===== config.mk =====
export PLATFORM = sky130hd
export DESIGN_NAME = uart_reg_ctrl_v2
export DESIGN_NICKNAME = d
export VERILOG_FILES = /design/src/rtl/uart_reg_ctrl_v2.sv
export SDC_FILE = /design/constraint.sdc
export NUM_CORES = 1
export LEC_CHECK = 0
export ABC_AREA = 1
export BUFFER_PORTS_ARGS = -buffer_cell sky130_fd_sc_hd__buf_2
export CAP_MARGIN = 25
export CORE_ASPECT_RATIO = 1.2
export CORE_MARGIN = 2
export CORE_UTILIZATION = 46
export DETAILED_ROUTE_END_ITERATION = 10
export PLACE_DENSITY = 0.88
export SETUP_SLACK_MARGIN = 0.5
export SYNTH_ARGS = -nofsm -noshare
export SYNTH_HDL_FRONTEND = slang
export SYNTH_SLANG_ARGS = --single-unit
export TNS_END_PERCENT = 50

===== constraint.sdc =====
create_clock -name clk_i -period 2.2 [get_ports clk_i]
set_input_delay 0.11 -clock clk_i [delete_from_list [all_inputs] [get_ports clk_i]]
set_output_delay 0.11 -clock clk_i [all_outputs]
set_load 0.03 [all_outputs]

===== src/rtl/uart_reg_ctrl_v2.sv =====
// CPU register file and Tx/Rx/FIFO handshake controller for the FPGA UART.
// Optional UART_REG_IRQ_EN adds the IRQ_EN mask register and irq_o.
module uart_reg_ctrl_v2 #(
   parameter int MAX_UART_DATA_W = 8,
   parameter int STOP_CONF_W     = 2,
   parameter int DATA_CONF_W     = 2,
   parameter int BAUD_RATE_SEL_W = 2,
   parameter int TOTAL_CONF_W    = STOP_CONF_W + DATA_CONF_W + 1,
   parameter int BUS_ADDR_W      = 3,
   parameter int BUS_DATA_W      = 32
) (
   input  logic                       clk_i,
   input  logic                       rst_ni,
   input  logic [BUS_ADDR_W-1:0]      bus_addr_i,
   input  logic                       bus_wr_en_i,
   input  logic                       bus_rd_en_i,
   input  logic [BUS_DATA_W-1:0]      bus_wdata_i,
   output logic [BUS_DATA_W-1:0]      bus_rdata_o,
   output logic                       bus_rvalid_o,
   input  logic                       tx_busy_i,
   input  logic                       tx_done_i,
   input  logic                       rx_busy_i,
   input  logic                       rx_done_i,
   input  logic                       rx_parity_err_i,
   input  logic                       rx_stop_err_i,
   input  logic [MAX_UART_DATA_W-1:0] rx_data_i,
   input  logic [MAX_UART_DATA_W-1:0] rx_fifo_data_i,
   input  logic                       tx_fifo_full_i,
   input  logic                       tx_fifo_nearly_full_i,
   input  logic                       tx_fifo_empty_i,
   input  logic                       tx_fifo_nearly_empty_i,
   input  logic                       rx_fifo_full_i,
   input  logic                       rx_fifo_nearly_full_i,
   input  logic                       rx_fifo_empty_i,
   input  logic                       rx_fifo_nearly_empty_i,
   output logic                       tx_fifo_push_o,
   output logic                       tx_fifo_pop_o,
   output logic                       rx_fifo_push_o,
   output logic                       rx_fifo_pop_o,
   output logic [MAX_UART_DATA_W-1:0] tx_data_o,
   output logic [MAX_UART_DATA_W-1:0] rx_fifo_data_o,
   output logic                       tx_start_o,
   output logic [BAUD_RATE_SEL_W-1:0] baud_sel_o,
   output logic                       tx_en_o,
   output logic                       rx_en_o,
   output logic                       tx_fifo_en_o,
   output logic                       rx_fifo_en_o,
   output logic [TOTAL_CONF_W-1:0]    tx_conf_o,
   output logic [TOTAL_CONF_W-1:0]    rx_conf_o,
   output logic                       irq_o
);

   localparam int CTRL_W     = 4 + TOTAL_CONF_W + BAUD_RATE_SEL_W;
   localparam int N_STICKY   = 5;
   localparam int STICKY_LSB = 10;
   localparam int STATUS_W   = STICKY_LSB + N_STICKY;

   typedef enum logic [1:0] {
      TX_IDLE,
      TX_START,
      TX_WAIT
   } tx_state_e;

   logic [CTRL_W-1:0]          ctrl_q;
   logic [N_STICKY-1:0]        sticky_q;
   logic [N_STICKY-1:0]        sticky_set;
   logic [N_STICKY-1:0]        sticky_clr;
   logic [N_STICKY-1:0]        sticky_d;
   logic [STICKY_LSB-1:0]      status_live;
   logic [BUS_DATA_W-1:0]      rdata_d;
   logic [BUS_DATA_W-1:0]      rdata_q;
   logic                       rvalid_q;
   logic                       tx_push_q;
   logic [MAX_UART_DATA_W-1:0] tx_data_q;
   logic                       rx_pop_q;
   logic                       tx_start_q;
   logic                       tx_pop_q;
   tx_state_e                  tx_state_q;
   logic                       unused_wdata;

   logic wr_ctrl, wr_status, wr_tx;
   logic rd_ctrl, rd_status, rd_rx;
   logic rx_accept, tx_go;

   assign wr_ctrl   = bus_wr_en_i && (bus_addr_i == BUS_ADDR_W'(0));
   assign wr_status = bus_wr_en_i && (bus_addr_i == BUS_ADDR_W'(1));
   assign wr_tx     = bus_wr_en_i && (bus_addr_i == BUS_ADDR_W'(3));
   assign rd_ctrl   = bus_rd_en_i && (bus_addr_i == BUS_ADDR_W'(0));
   assign rd_status = bus_rd_en_i && (bus_addr_i == BUS_ADDR_W'(1));
   assign rd_rx     = bus_rd_en_i && (bus_addr_i == BUS_ADDR_W'(4));

   assign unused_wdata = ^bus_wdata_i;

   assign tx_en_o      = ctrl_q[0];
   assign rx_en_o      = ctrl_q[1];
   assign tx_fifo_en_o = ctrl_q[2];
   assign rx_fifo_en_o = ctrl_q[3];
   assign tx_conf_o    = ctrl_q[4 +: TOTAL_CONF_W];
   assign rx_conf_o    = ctrl_q[4 +: TOTAL_CONF_W];
   assign baud_sel_o   = ctrl_q[4+TOTAL_CONF_W +: BAUD_RATE_SEL_W];

   // Received characters go straight into the Rx FIFO in the done cycle
   assign rx_accept      = rx_done_i & ctrl_q[1] & ctrl_q[3];
   assign rx_fifo_push_o = rx_accept & ~rx_fifo_full_i;
   assign rx_fifo_data_o = rx_data_i;

   assign tx_go = ctrl_q[0] & ctrl_q[2] & ~tx_fifo_empty_i & ~tx_busy_i;

   assign status_live = {
      rx_fifo_full_i, rx_fifo_nearly_full_i,
      rx_fifo_empty_i, rx_fifo_nearly_empty_i,
      tx_fifo_full_i, tx_fifo_nearly_full_i,
      tx_fifo_empty_i, tx_fifo_nearly_empty_i,
      rx_busy_i, tx_busy_i
   };

   assign sticky_set = {
      rd_rx & rx_fifo_empty_i,
      wr_tx & tx_fifo_full_i,
      rx_accept & rx_fifo_full_i,
      rx_done_i & rx_stop_err_i,
      rx_done_i & rx_parity_err_i
   };

   assign sticky_clr = wr_status ?
      bus_wdata_i[STICKY_LSB +: N_STICKY] : '0;

   // Set beats clear when both hit the same bit in one cycle
   assign sticky_d = (sticky_q & ~sticky_clr) | sticky_set;

`ifdef UART_REG_IRQ_EN
   logic [N_STICKY-1:0] irq_en_q;
   logic                irq_q;
   logic                wr_irq_en;
   logic                rd_irq_en;

   assign wr_irq_en = bus_wr_en_i && (bus_addr_i == BUS_ADDR_W'(2));
   assign rd_irq_en = bus_rd_en_i && (bus_addr_i == BUS_ADDR_W'(2));

   always_ff @(posedge clk_i or negedge rst_ni) begin
      if (!rst_ni) begin
         irq_en_q <= '0;
         irq_q    <= 1'b0;
      end else begin
         if (wr_irq_en)
            irq_en_q <= bus_wdata_i[STICKY_LSB +: N_STICKY];
         irq_q <= |(sticky_d & irq_en_q);
      end
   end

   assign irq_o = irq_q;
`else
   assign irq_o = 1'b0;
`endif

   always_comb begin
      rdata_d = '0;
      unique case (1'b1)
         rd_ctrl:   rdata_d = BUS_DATA_W'(ctrl_q);
         rd_status: rdata_d = BUS_DATA_W'({sticky_q, status_live});
`ifdef UART_REG_IRQ_EN
         rd_irq_en: rdata_d = BUS_DATA_W'({irq_en_q, {STICKY_LSB{1'b0}}});
`endif
         rd_rx: begin
            if (!rx_fifo_empty_i)
               rdata_d = BUS_DATA_W'(rx_fifo_data_i);
         end
         default: rdata_d = '0;
      endcase
   end

   always_ff @(posedge clk_i or negedge rst_ni) begin
      if (!rst_ni) begin
         ctrl_q    <= '0;
         sticky_q  <= '0;
         rdata_q   <= '0;
         rvalid_q  <= 1'b0;
         rx_pop_q  <= 1'b0;
         tx_push_q <= 1'b0;
         tx_data_q <= '0;
      end else begin
         if (wr_ctrl)
            ctrl_q <= bus_wdata_i[CTRL_W-1:0];
         sticky_q  <= sticky_d;
         rdata_q   <= rdata_d;
         rvalid_q  <= bus_rd_en_i;
         rx_pop_q  <= rd_rx & ~rx_fifo_empty_i;
         tx_push_q <= wr_tx & ~tx_fifo_full_i;
         if (wr_tx && !tx_fifo_full_i)
            tx_data_q <= bus_wdata_i[MAX_UART_DATA_W-1:0];
      end
   end

   // Tx FSM: one START cycle, then hold until uart_tx reports done
   always_ff @(posedge clk_i or negedge rst_ni) begin
      if (!rst_ni) begin
         tx_state_q <= TX_IDLE;
         tx_start_q <= 1'b0;
         tx_pop_q   <= 1'b0;
      end else begin
         unique case (tx_state_q)
            TX_IDLE: begin
               if (tx_go) begin
                  tx_state_q <= TX_START;
                  tx_start_q <= 1'b1;
                  tx_pop_q   <= 1'b1;
               end
            end
            TX_START: begin
               tx_state_q <= TX_WAIT;
               tx_start_q <= 1'b0;
               tx_pop_q   <= 1'b0;
            end
            TX_WAIT: begin
               if (tx_done_i)
                  tx_state_q <= TX_IDLE;
            end
            default: begin
               tx_state_q <= TX_IDLE;
               tx_start_q <= 1'b0;
               tx_pop_q   <= 1'b0;
            end
         endcase
      end
   end

   assign bus_rdata_o    = rdata_q;
   assign bus_rvalid_o   = rvalid_q;
   assign rx_fifo_pop_o  = rx_pop_q;
   assign tx_fifo_push_o = tx_push_q;
   assign tx_data_o      = tx_data_q;
   assign tx_start_o     = tx_start_q;
   assign tx_fifo_pop_o  = tx_pop_q;

   logic [STATUS_W-1:0] unused_status_w;
   assign unused_status_w = '0;

endmodule

### After elaboration in Yosys (flattened, before gate mapping)

Index checks and enable logic that the tools add are counted.

* register bits after elaboration: 62
* input bits: 69
* output and inout port bits: 71
* word-level logic and storage cells: 58

* eq/ne operators: 7
* muxes and demuxes: 8
* bitwise operators: 22
* reduce and logical (&&, ||, !) cells: 12

Operators by type and width (count)
* 32-bit case mux with 3 select lines: 1
* 1-bit AND: 13
* 8-bit two-way mux: 1
* 1-bit logical AND: 7
* 1-bit inverter: 6
* 2-bit case mux with 3 select lines: 1
* 5-bit AND: 1
* 5-bit two-way mux: 1
* 5-bit inverter: 1
* 5-bit bitwise OR: 1
* 2-bit two-way mux: 2
* 2-bit != test, second input constant: 2
* 2-bit AND reduction: 2
* 3-bit by 1-bit equality test with 1-bit output, second input constant: 1
* 3-bit by 2-bit equality test with 1-bit output, second input constant: 1
* 3-bit equality test, second input constant: 1
* 3-bit logical NOT: 1
* 2-bit by 1-bit equality test with 1-bit output, second input constant: 1
* 2-bit equality test, second input constant: 1
* 2-bit logical NOT: 1
* 1-bit case mux with 2 select lines: 1
* 1-bit logical NOT: 1
* 1-bit two-way mux: 1

### Depth between registers and ports, before layout

Gate-level depths: netlist (run 1).

* word-level depth: 6
* gate-level depth with buffers: 7
* depth with buffers taken out: 6

### Least setup slack after synthesis (run 1)

Ideal clock, no wire load.

* kind: register to output
* from: register ctrl_q[3]
* to: output port rx_fifo_push_o
* arrival time: 1.071 ns
* required time: 2.090 ns
* path slack: 1.019 ns
* cell stages (with the launch flop): 3
* path buffers: 0
* cell sequence: dfrtp_1 > nand3_1 > nor2_1

* word-level cells in the longest chain between the ends: 2

Ends and longest elaborated chain
* start, declared: line 64 `logic [CTRL_W-1:0] ctrl_q;`
* start signal, assigned: line 183 `ctrl_q <= bus_wdata_i[CTRL_W-1:0];`
* 1-bit AND: line 103 `assign rx_accept = rx_done_i & ctrl_q[1] & ctrl_q[3];`
* 1-bit AND: line 104 `assign rx_fifo_push_o = rx_accept & ~rx_fifo_full_i;`
* end, declared: line 38 `output logic rx_fifo_push_o,`

No other way between the ends.

### Final worst setup path (run 1)

Same ends and word-level chain as after synthesis.

==> results.sh, run 1 <==
export IMPL_status="completed"
export IMPL_rsz0062_at_grt="false"
export IMPL_yosysUniqueCellTypes=25
export IMPL_seq_area_frac_synth_pct=50.7
export IMPL_yosys_register_bits=45
export IMPL_cp_slowest_cell="dfrtp_1"
export IMPL_syn_avg_cell_area_um2=8.57
export IMPL_max_freq_ghz=0.792
export IMPL_syn_area_um2=2220
export IMPL_num_vias=1833
export IMPL_min_to="tx_data_o[3]"
export IMPL_clkTransAtPathRegs_ns=0.08
export IMPL_cts_root_buf="clkbuf_8"
export IMPL_critical_path_top_delay_family="flip-flops"
export IMPL_grt_pass1_wl_mm=7.66
export IMPL_drive_gt1_share_pct=32.1
export IMPL_hold_start="bus_wdata_i[3]"
export IMPL_required_ns=2.09
export IMPL_first_iter_violations=132
export IMPL_fill_cells=453
export IMPL_period_minus_slack_ns=1.26
export IMPL_worst_pin_slew_ns=0.528
export IMPL_cts_buffer_depth=2
export IMPL_cellPowerDensity_nw_per_um2=838
export IMPL_initial_utilization_pct=48.0
export IMPL_critPathBufInv=1
export IMPL_h_tree_depth=2
export IMPL_coreArea_um2=4630
export IMPL_hold_depth=3
export IMPL_worst_slack_ns=0.937
export IMPL_gp_congestion=0.802
export IMPL_slew_viol_final=0
export IMPL_path_cells="nand3_1 -> nor2_1 -> buf_2"
export IMPL_reg2reg_slack_ns=1.37
export IMPL_peakVddDrop_mv=0.460
export IMPL_grt_start_max_net_pins=46
export IMPL_leakagePower_nw=1.56
export IMPL_syn_inst=259
export IMPL_grtUsageTotal_pct=18.7
export IMPL_startpoint="ctrl_q[3]"
export IMPL_boundaryPins=140
export IMPL_io_buffer_count=88
export IMPL_dpl_worst_slack_ns=0.746
export IMPL_gr_total_overflow=0
export IMPL_dieArea_um2=5400
export IMPL_die_w_um=67.4
export IMPL_rr_endpoint="tx_fifo_pop_o"
export IMPL_postRouteAntennaNets=0
export IMPL_critical_path_class="flip-flop to output pin"
export IMPL_path_max_fanout=5
export IMPL_finalNetCount=401
export IMPL_rows=27
export IMPL_clkSinkCount=45
export IMPL_insertion_delay_ns=0.28
export IMPL_diodes=0
export IMPL_cts_tree="yes"
export IMPL_critPathLaunchType="flip-flop"
export IMPL_min_path_type="input pin to flip-flop"
export IMPL_detailed_place_hpwl_mm=3.55
export IMPL_timing_final_crit_share_pct=57.4
export IMPL_cp_end_kind="output pin"
export IMPL_finClkSkew_ns=0.00162
export IMPL_critical_path_max_stage_delay_ns=0.46
export IMPL_worstPathArrival_ns=1.15
export IMPL_hold_viol=0
export IMPL_critical_path_depth=3
export IMPL_final_cell_mix="88 x buf_2, 60 x nand2_1, 45 x dfrtp_1"
export IMPL_cts_buffers=5
export IMPL_drv_cap=0
export IMPL_r2r_cells=3
export IMPL_grt_pass1_vias=1656
export IMPL_yosysWarnings=0
export IMPL_setup_viol=0
export IMPL_dr_pass1_iters=4
export IMPL_layout_commonest_cell="buf_2"
export IMPL_wl_per_cell_um=12.4
export IMPL_antenna_found_initial=0
export IMPL_drt_vias_per_instance=4.69
export IMPL_die_h_um=80.1
export IMPL_totalNegativeSetupSlack_ns=0
export IMPL_areaGrowthSynthToFinish_pct=18.6
export IMPL_reg2reg_from="tx_state_q[0]"
export IMPL_relSlewSlack_pct=64.8
export IMPL_post_cts_buffers=0
export IMPL_drc_errors=0
export IMPL_finalWirelength_mm=4.85
-- flip-flops by register name, summed over array words and instances, names as in the netlist --
name and flops:
bus_rdata_o 15, bus_rvalid_o 1, ctrl_q 11, tx_fifo_pop_o 1
tx_fifo_push_o 1, rx_fifo_pop_o 1, sticky_q 5, tx_state_q 2
tx_data_o 8
-- worst reg2reg max path: stages (launching register included) --
cell and delay (ns):
dfrtp_1 0.40, nor2_1 0.13, nand3_1 0.11, o22ai_1 0.12
-- worst max-delay path by stage --
stage / end / slack [ns]
global placement: ctrl_q[9] / 0.80
global route: rx_fifo_push_o / 0.87
floorplan: rx_fifo_push_o / 1.02
CTS: rx_fifo_push_o / 0.92
detailed placement: ctrl_q[10] / 0.75
finish: rx_fifo_push_o / 0.94
-- cells in the mapped netlist --
master	instances	area (um^2)
nor2_2	1	6.26
o21a_1	1	7.51
clkbuf_1	3	11.3
nand2_1	60	225
buf_4	35	263
buf_2	2	10.0
o21ai_1	11	55.1
inv_2	2	7.51
nor2_4	1	11.3
nand2_4	1	11.3
nand3_1	19	95.1
conb_1	1	3.75
dfrtp_1	45	1130
nand2_2	1	6.26
nor3_2	1	10.0
nand3_2	1	10.0
or2_2	1	6.26
o22ai_1	1	6.26
nor3_4	1	16.3
buf_6	1	11.3
nor2_1	18	67.6
clkinv_1	1	3.75
inv_1	28	105
nor4_1	1	6.26
nand4_1	22	138
-- area by class of cell --
class	count	area (um^2)	share of cell area [%]
Timing Repair Buffer	90	470	17.9
Inverter	31	116	4.42
Clock buffer	7	96.3	3.66
Sequential cell	45	1130	42.8
Clock inverter	1	5.00	0.190
Tap cell	58	72.6	2.76
Multi-Input combinational cell	159	746	28.3
-- report_power, final --
part           internal, W  switching [W]  leakage [nW]
clock             0.000284       0.000258        0.0542
combinational     0.000178       0.000462         0.929
sequential        0.000940      0.0000831         0.579
total              0.00140       0.000803          1.56
-- through the flow --
stage	power [W]	utilization, %	cells	hold WS (ns)	area (um^2)
after floorplan	0.00154	-	276	-0.186	2280
after global placement	0.00166	54.0	381	0.220	2500
after detailed placement	0.00168	54.0	381	0.220	2500
after CTS	0.00223	56.2	389	0.00888	2600
after global routing	0.00234	56.9	391	0.0312	2630
final	0.00221	56.9	391	0.0281	2630
-- per-layer routing --
layer	wire length, um	up-vias	global-route usage [%]	share of wire [%]
li1	-	920	-	-
met1	2060	828	24.7	42
met2	2420	79	29.9	50
met3	338	6	3.78	7.0
met4	40	0	7.14	0.82
met5	0	-	0	0
-- cell families (layout without fill, tap and decap cells) --
kind of cell	count (synthesis)	in the layout	synth area share, %
AND/OR/NAND/NOR	128	128	27.5
flip-flops	45	45	50.7
buffers and inverters	72	129	18.5
other	1	18	0.169
AO/OA/AOI/OAI	13	13	3.10
-- what timing repair did --
item                                   in CTS  in global routing
endpoints found under the hold margin       0                 13
resized for setup                           0                  0
hold buffers                                0                  1
Note: power is estimated with default switching activity, not from simulation.
==> run 2: changes to the inputs <==
CORE_UTILIZATION = 38   (was 46)
PLACE_DENSITY = 0.78   (was 0.88)
clock period = 1.1 ns   (was 2.2 ns; I/O delays follow)
==> run 2 against run 1 <==
  * The flow now finishes with violations (hold timing)
  * Die area grew 20%
  * Critical path depth is the same
  * Sequential share of layout area down 6.8 points
  * Wire length grew 16%
  * Global-route usage barely moved
  * Count of clock-buffer cells in the layout grew 1
  * Core utilization is 0.54 points lower
  * Register-to-register slack lost 1.2 ns
  * Critical endpoint unchanged
==> results.sh, run 2 (synthesis results as in run 1) <==
export IMPL_status="complete, but fails checks"
export IMPL_failed_checks="hold timing"
export IMPL_leakagePower_nw=1.71
export IMPL_gp_congestion=0.823
export IMPL_layout_commonest_cell="nand2_1"
export IMPL_startpoint="ctrl_q[1]"
export IMPL_wl_met2_mm=3.08
export IMPL_max_freq_ghz=0.946
export IMPL_cp_end_kind="output pin"
export IMPL_dpl_worst_slack_ns=0.144
export IMPL_cellPowerDensity_nw_per_um2=1560
export IMPL_postRouteAntennaNets=0
export IMPL_drt_met1_wl_mm=2.19
export IMPL_h_tree_depth=2
export IMPL_hold_viol=16
export IMPL_r2r_cells=4
export IMPL_finalWirelength_mm=5.64
export IMPL_drc_errors=0
export IMPL_rows=30
export IMPL_finClkSkew_ns=0.00543
export IMPL_io_buffer_count=88
export IMPL_wl_per_cell_um=13.0
export IMPL_wl_met3_um=263
export IMPL_dr_pass1_iters=4
export IMPL_first_iter_violations=116
export IMPL_dieArea_um2=6470
export IMPL_endpoint="rx_fifo_push_o"
export IMPL_rsz0062_at_grt="true"
export IMPL_final_cell_mix="57 x nand2_1, 53 x buf_6, 43 x buf_2"
export IMPL_slew_viol_final=0
export IMPL_areaGrowthSynthToFinish_pct=43.9
export IMPL_diodes=0
export IMPL_drv_cap=0
export IMPL_boundaryPins=140
export IMPL_die_w_um=73.8
export IMPL_clkSinkCount=45
export IMPL_peakVddDrop_mv=0.873
export IMPL_setup_viol=0
export IMPL_reg2reg_from="ctrl_q[3]"
export IMPL_coreArea_um2=5670
export IMPL_path_max_fanout=2
export IMPL_cts_buffers=5
export IMPL_die_h_um=87.7
export IMPL_timing_final_crit_share_pct=96.1
export IMPL_grt_pass1_vias=2002
export IMPL_period_minus_slack_ns=1.06
export IMPL_antenna_found_initial=0
export IMPL_whs_ns=-0.0371
export IMPL_critical_path_class="flip-flop to output pin"
export IMPL_rr_endpoint="bus_rdata_o[3]"
export IMPL_fill_cells=506
export IMPL_cts_root_buf="clkbuf_8"
export IMPL_grtUsageTotal_pct=18.7
export IMPL_totalNegativeSetupSlack_ns=0
export IMPL_num_vias=1926
export IMPL_largest_register_ffs=15
export IMPL_drive_gt1_share_pct=42.8
export IMPL_ctsHoldBuffers=1
export IMPL_critPathLaunchType="flip-flop"
export IMPL_clkTransAtPathRegs_ns=0.08
export IMPL_detailed_place_hpwl_mm=3.88
export IMPL_gr_total_overflow=0
export IMPL_worst_slack_ns=0.0434
export IMPL_initial_utilization_pct=39.2
export IMPL_grt_start_max_net_pins=46
export IMPL_cts_tree="yes"
export IMPL_top_layer_used="met4"
export IMPL_cts_buffer_depth=2
export IMPL_reg2reg_slack_ns=0.14
export IMPL_required_ns=1.04
export IMPL_min_path_type="input pin to flip-flop"
export IMPL_drt_vias_per_instance=4.45
export IMPL_grt_pass1_wl_mm=9.34
export IMPL_worstPathArrival_ns=1.00
export IMPL_finalNetCount=421
export IMPL_insertion_delay_ns=0.29
run 2: cell types whose count changed in the layout (fill, tap and decap cells not counted), sizes merged:
| cell | delta |
|---|---|
| buf | +20 |
| clkbuf | +1 |
| clkinv | -1 |
run 2: how the worst min path moves through the flow:
stage | start | endpoint | slack [ns] | cells after the start
2_1_floorplan | rst_ni | bus_rdata_o[0] | -0.24 | 0
3_3_place_gp | rst_ni | ctrl_q[9] | 0.05 | 2
3_5_place_dp | rst_ni | bus_rdata_o[8] | 0.05 | 2
4_1_cts | bus_wdata_i[5] | tx_data_o[5] | -0.04 | 3
5_1_grt | bus_wdata_i[2] | tx_data_o[2] | -0.02 | 3
6_report | rx_fifo_nearly_full_i | bus_rdata_o[8] | -0.04 | 3
run 2: timing repair:
item / in CTS / in global routing
gates resized for setup: 84 / 20
setup endpoints to repair: 82 / 87
hold endpoints to repair: 60 / 10
setup buffers: 13 / 0
pin swaps: 2 / 9
run 2: worst max-delay path, cell delays in order (launching register included):
cell	delay [ns]
dfrtp_2	0.40
nand3_2	0.10
nor2_4	0.09
buf_6	0.13
run 2: layout make-up:
cell class	instances	area, um^2	area share (%)
repair buffers	110	945	29.6
well taps	80	100	3.13
flip-flops and latches	45	1150	35.9
multi-input cells	159	781	24.5
inverters	31	130	4.08
clock buffers	8	90.1	2.82
run 2: layer usage:
layer	vias to the layer above	global-route usage (%)
met2	66	33.1
met5	-	0
met3	11	3.45
li1	958	-
met1	891	21.8
met4	0	8.10
run 2: per-stage QoR:
step	cell area, um^2	std cells	hold slack [ns]	util, %	total power (W)
2_1_floorplan	2370	276	-0.241	-	0.00317
3_3_place_gp	2680	411	0.0477	47.3	0.00341
3_5_place_dp	2680	411	0.0529	47.3	0.00344
4_1_cts	3140	433	-0.0402	55.4	0.00495
5_1_grt	3190	433	-0.0170	56.3	0.00524
6_report	3190	433	-0.0371	56.3	0.00499
run 2: power by group:
| group | switching [W] | internal, W |
|---|---|---|
| registers | 0.000197 | 0.00191 |
| logic | 0.00104 | 0.000796 |
| clock network | 0.000533 | 0.000513 |
==> run 3: changes to the inputs <==
==> constraint.sdc (replaced) <==
create_clock -name clk_i -period 1.1 [get_ports clk_i]
set_input_delay 0.165 -clock clk_i [delete_from_list [all_inputs] [get_ports clk_i]]
set_output_delay 0.165 -clock clk_i [all_outputs]
set_load 0.03 [all_outputs]
==> run 3 against run 2 <==
  * The run ends with hold timing, setup timing left
  * Clock skew grew 0.0016 ns
  * Sequential share of layout area shrank 2.6 points
  * Global-route usage is essentially flat
  * Flip-flop and latch count is the same
  * Critical path depth is the same
  * Register-to-register slack lost 0.06 ns
  * Total power grew 3.5%
  * Maximum frequency shrank 11%
  * Combinational power grew 12%
  * Setup slack lost 0.13 ns
  * Critical endpoint unchanged
==> results.sh, run 3 (synthesis results as in run 1) <==
export IMPL_drc_errors=0
export IMPL_rows=30
export IMPL_cts_buffer_depth=2
export IMPL_cts_buffers=5
export IMPL_critical_path_max_stage_delay_ns=0.40
export IMPL_rsz0062_at_grt="true"
export IMPL_coreArea_um2=5670
export IMPL_boundaryPins=140
export IMPL_largest_register_ffs=15
export IMPL_dr_pass1_iters=4
export IMPL_peakVddDrop_mv=0.701
export IMPL_layout_commonest_cell="buf_6"
export IMPL_critPathLaunchType="flip-flop"
export IMPL_clkTransAtPathRegs_ns=0.08
export IMPL_cp_end_kind="output pin"
export IMPL_clkSinkCount=45
export IMPL_setup_viol=3
export IMPL_reg2reg_slack_ns=0.08
export IMPL_switchingPower_w=0.00188
export IMPL_areaGrowthSynthToFinish_pct=53.8
export IMPL_status="complete, but fails checks"
export IMPL_rr_endpoint="bus_rdata_o[1]"
export IMPL_die_h_um=87.7
export IMPL_finalNetCount=423
export IMPL_path_max_fanout=2
export IMPL_cp_slowest_cell="dfrtp_2"
export IMPL_critical_path_class="flip-flop to output pin"
export IMPL_worstPathArrival_ns=1.02
export IMPL_grtUsageTotal_pct=18.7
export IMPL_cts_root_buf="clkbuf_8"
export IMPL_die_w_um=73.8
export IMPL_critical_path_depth=3
export IMPL_whs_ns=-0.160
export IMPL_insertion_delay_ns=0.30
export IMPL_drt_vias_per_instance=4.67
export IMPL_period_minus_slack_ns=1.18
export IMPL_place_inst=409
export IMPL_postLayoutCoreUtil_pct=60.2
export IMPL_drv_cap=0
export IMPL_grt_start_max_net_pins=46
export IMPL_initial_utilization_pct=39.2
export IMPL_slew_viol_final=0
export IMPL_path_cells="nand3_2 -> nor2_4 -> buf_6"
export IMPL_antenna_found_initial=0
export IMPL_diodes=0
export IMPL_worst_slack_ns=-0.0841
export IMPL_finalNonFillerCells=435
export IMPL_dieArea_um2=6470
export IMPL_finClkSkew_ns=0.00699
export IMPL_failed_checks="hold timing, setup timing"
export IMPL_postRouteAntennaNets=0
export IMPL_drive_gt1_share_pct=50.1
export IMPL_h_tree_depth=2
export IMPL_p_comb_share_pct=40.0
export IMPL_io_buffer_count=88
export IMPL_max_freq_ghz=0.845
export IMPL_switching_share_pct=36.4
export IMPL_first_iter_violations=189
export IMPL_hold_viol=45
export IMPL_final_cell_mix="64 x buf_6, 39 x buf_2, 37 x nand2_1"
export IMPL_fill_cells=485
export IMPL_finalWirelength_mm=5.96
export IMPL_leakagePower_nw=1.79
export IMPL_timing_final_crit_share_pct=108
export IMPL_r2r_cells=4
export IMPL_totalNegativeSetupSlack_ns=-0.209
export IMPL_gr_total_overflow=0
export IMPL_detailed_place_hpwl_mm=3.77
export IMPL_regArea_um2=1140
export IMPL_required_ns=0.94
export IMPL_reg2reg_from="ctrl_q[1]"
export IMPL_cts_tree="yes"
export IMPL_p_seq_share_pct=41.0
export IMPL_intPower_w=0.00329
export IMPL_startpoint="ctrl_q[3]"
export IMPL_multi_input_area_um2=913
export IMPL_power_frac_clock_pct=19.1
export IMPL_cellPowerDensity_nw_per_um2=1510
export IMPL_grt_pass1_wl_mm=9.26
export IMPL_grt_pass1_vias=1956
export IMPL_wl_per_cell_um=13.7
export IMPL_critical_path_top_delay_family="flip-flops"
export IMPL_gp_congestion=0.847
export IMPL_endpoint="rx_fifo_push_o"
export IMPL_critPathBufInv=1
export IMPL_power_w=0.00516
export IMPL_num_vias=2030
export IMPL_min_path_type="input pin to async pin"
run 3: changes by cell type in the layout (fill, tap and decap cells not counted), moves of 7 or more:
cell | before | now
buf_6 | 53 | 64
nand2_2 | 4 | 21
nand2_1 | 57 | 37
dfrtp_2 | 17 | 10
buf_4 | 11 | 4
dfrtp_1 | 28 | 35
run 3: worst min path at each step:
stage / slack, ns / cells past startpoint / end / startpoint
final: -0.16 / 2 / bus_rdata_o[13] / rst_ni
after floorplan: -0.13 / 0 / bus_rdata_o[0] / rst_ni
after CTS: -0.15 / 2 / sticky_q[1] / rst_ni
after detailed placement: 0.17 / 2 / bus_rdata_o[13] / rst_ni
after global routing: -0.15 / 2 / sticky_q[0] / rst_ni
after global placement: 0.16 / 2 / bus_rdata_o[12] / rst_ni
run 3: metrics by stage:
stage	hold WS, ns	cell area (um^2)	setup WS [ns]
3_5_place_dp	0.165	2700	0.0583
6_report	-0.160	3410	-0.0841
2_1_floorplan	-0.131	2440	0.138
5_1_grt	-0.146	3410	-0.115
3_3_place_gp	0.160	2700	0.0740
4_1_cts	-0.154	3250	-0.0856
run 3: power by group through the flow:
stage / combinational, W / sequential (W) / clock (W)
2_1_floorplan: 0.000758 / 0.00244 / 0
3_3_place_gp: 0.00134 / 0.00209 / 0
3_5_place_dp: 0.00136 / 0.00210 / 0
4_1_cts: 0.00186 / 0.00210 / 0.00101
5_1_grt: 0.00220 / 0.00214 / 0.00108
6_report: 0.00206 / 0.00212 / 0.000984
run 3: worst reg2reg max path, delay by kind of cell, from the launching register on:
family / cells / cell delay, ns
buf+inv: 2 / 0.30
flops: 1 / 0.43
simple gates: 2 / 0.17
run 3: area by class of cell:
type	count	area share, %
Tap cell	80	2.93
Clock buffer	8	2.35
Multi-Input combinational cell	159	26.7
Timing Repair Buffer	112	30.6
Inverter	31	3.99
Sequential cell	45	33.3
run 3: repair_timing:
action                                  in CTS  in global routing
hold endpoints to repair                    45                 45
pin swaps                                   40                 54
buffers inserted                            11                  7
resized for setup                          125                 30
endpoints found under the setup margin      88                 87
run 3: routing by layer:
| metal | GRT usage [%] | part of all wire (%) | wire, um | vias to the layer above |
|---|---|---|---|---|
| li1 | - | - | - | 962 |
| met1 | 23.1 | 38 | 2260 | 944 |
| met2 | 30.5 | 52 | 3110 | 102 |
| met3 | 4.14 | 6.3 | 377 | 22 |
| met4 | 9.09 | 3.5 | 210 | 0 |
| met5 | 0 | 0 | 0 | - |
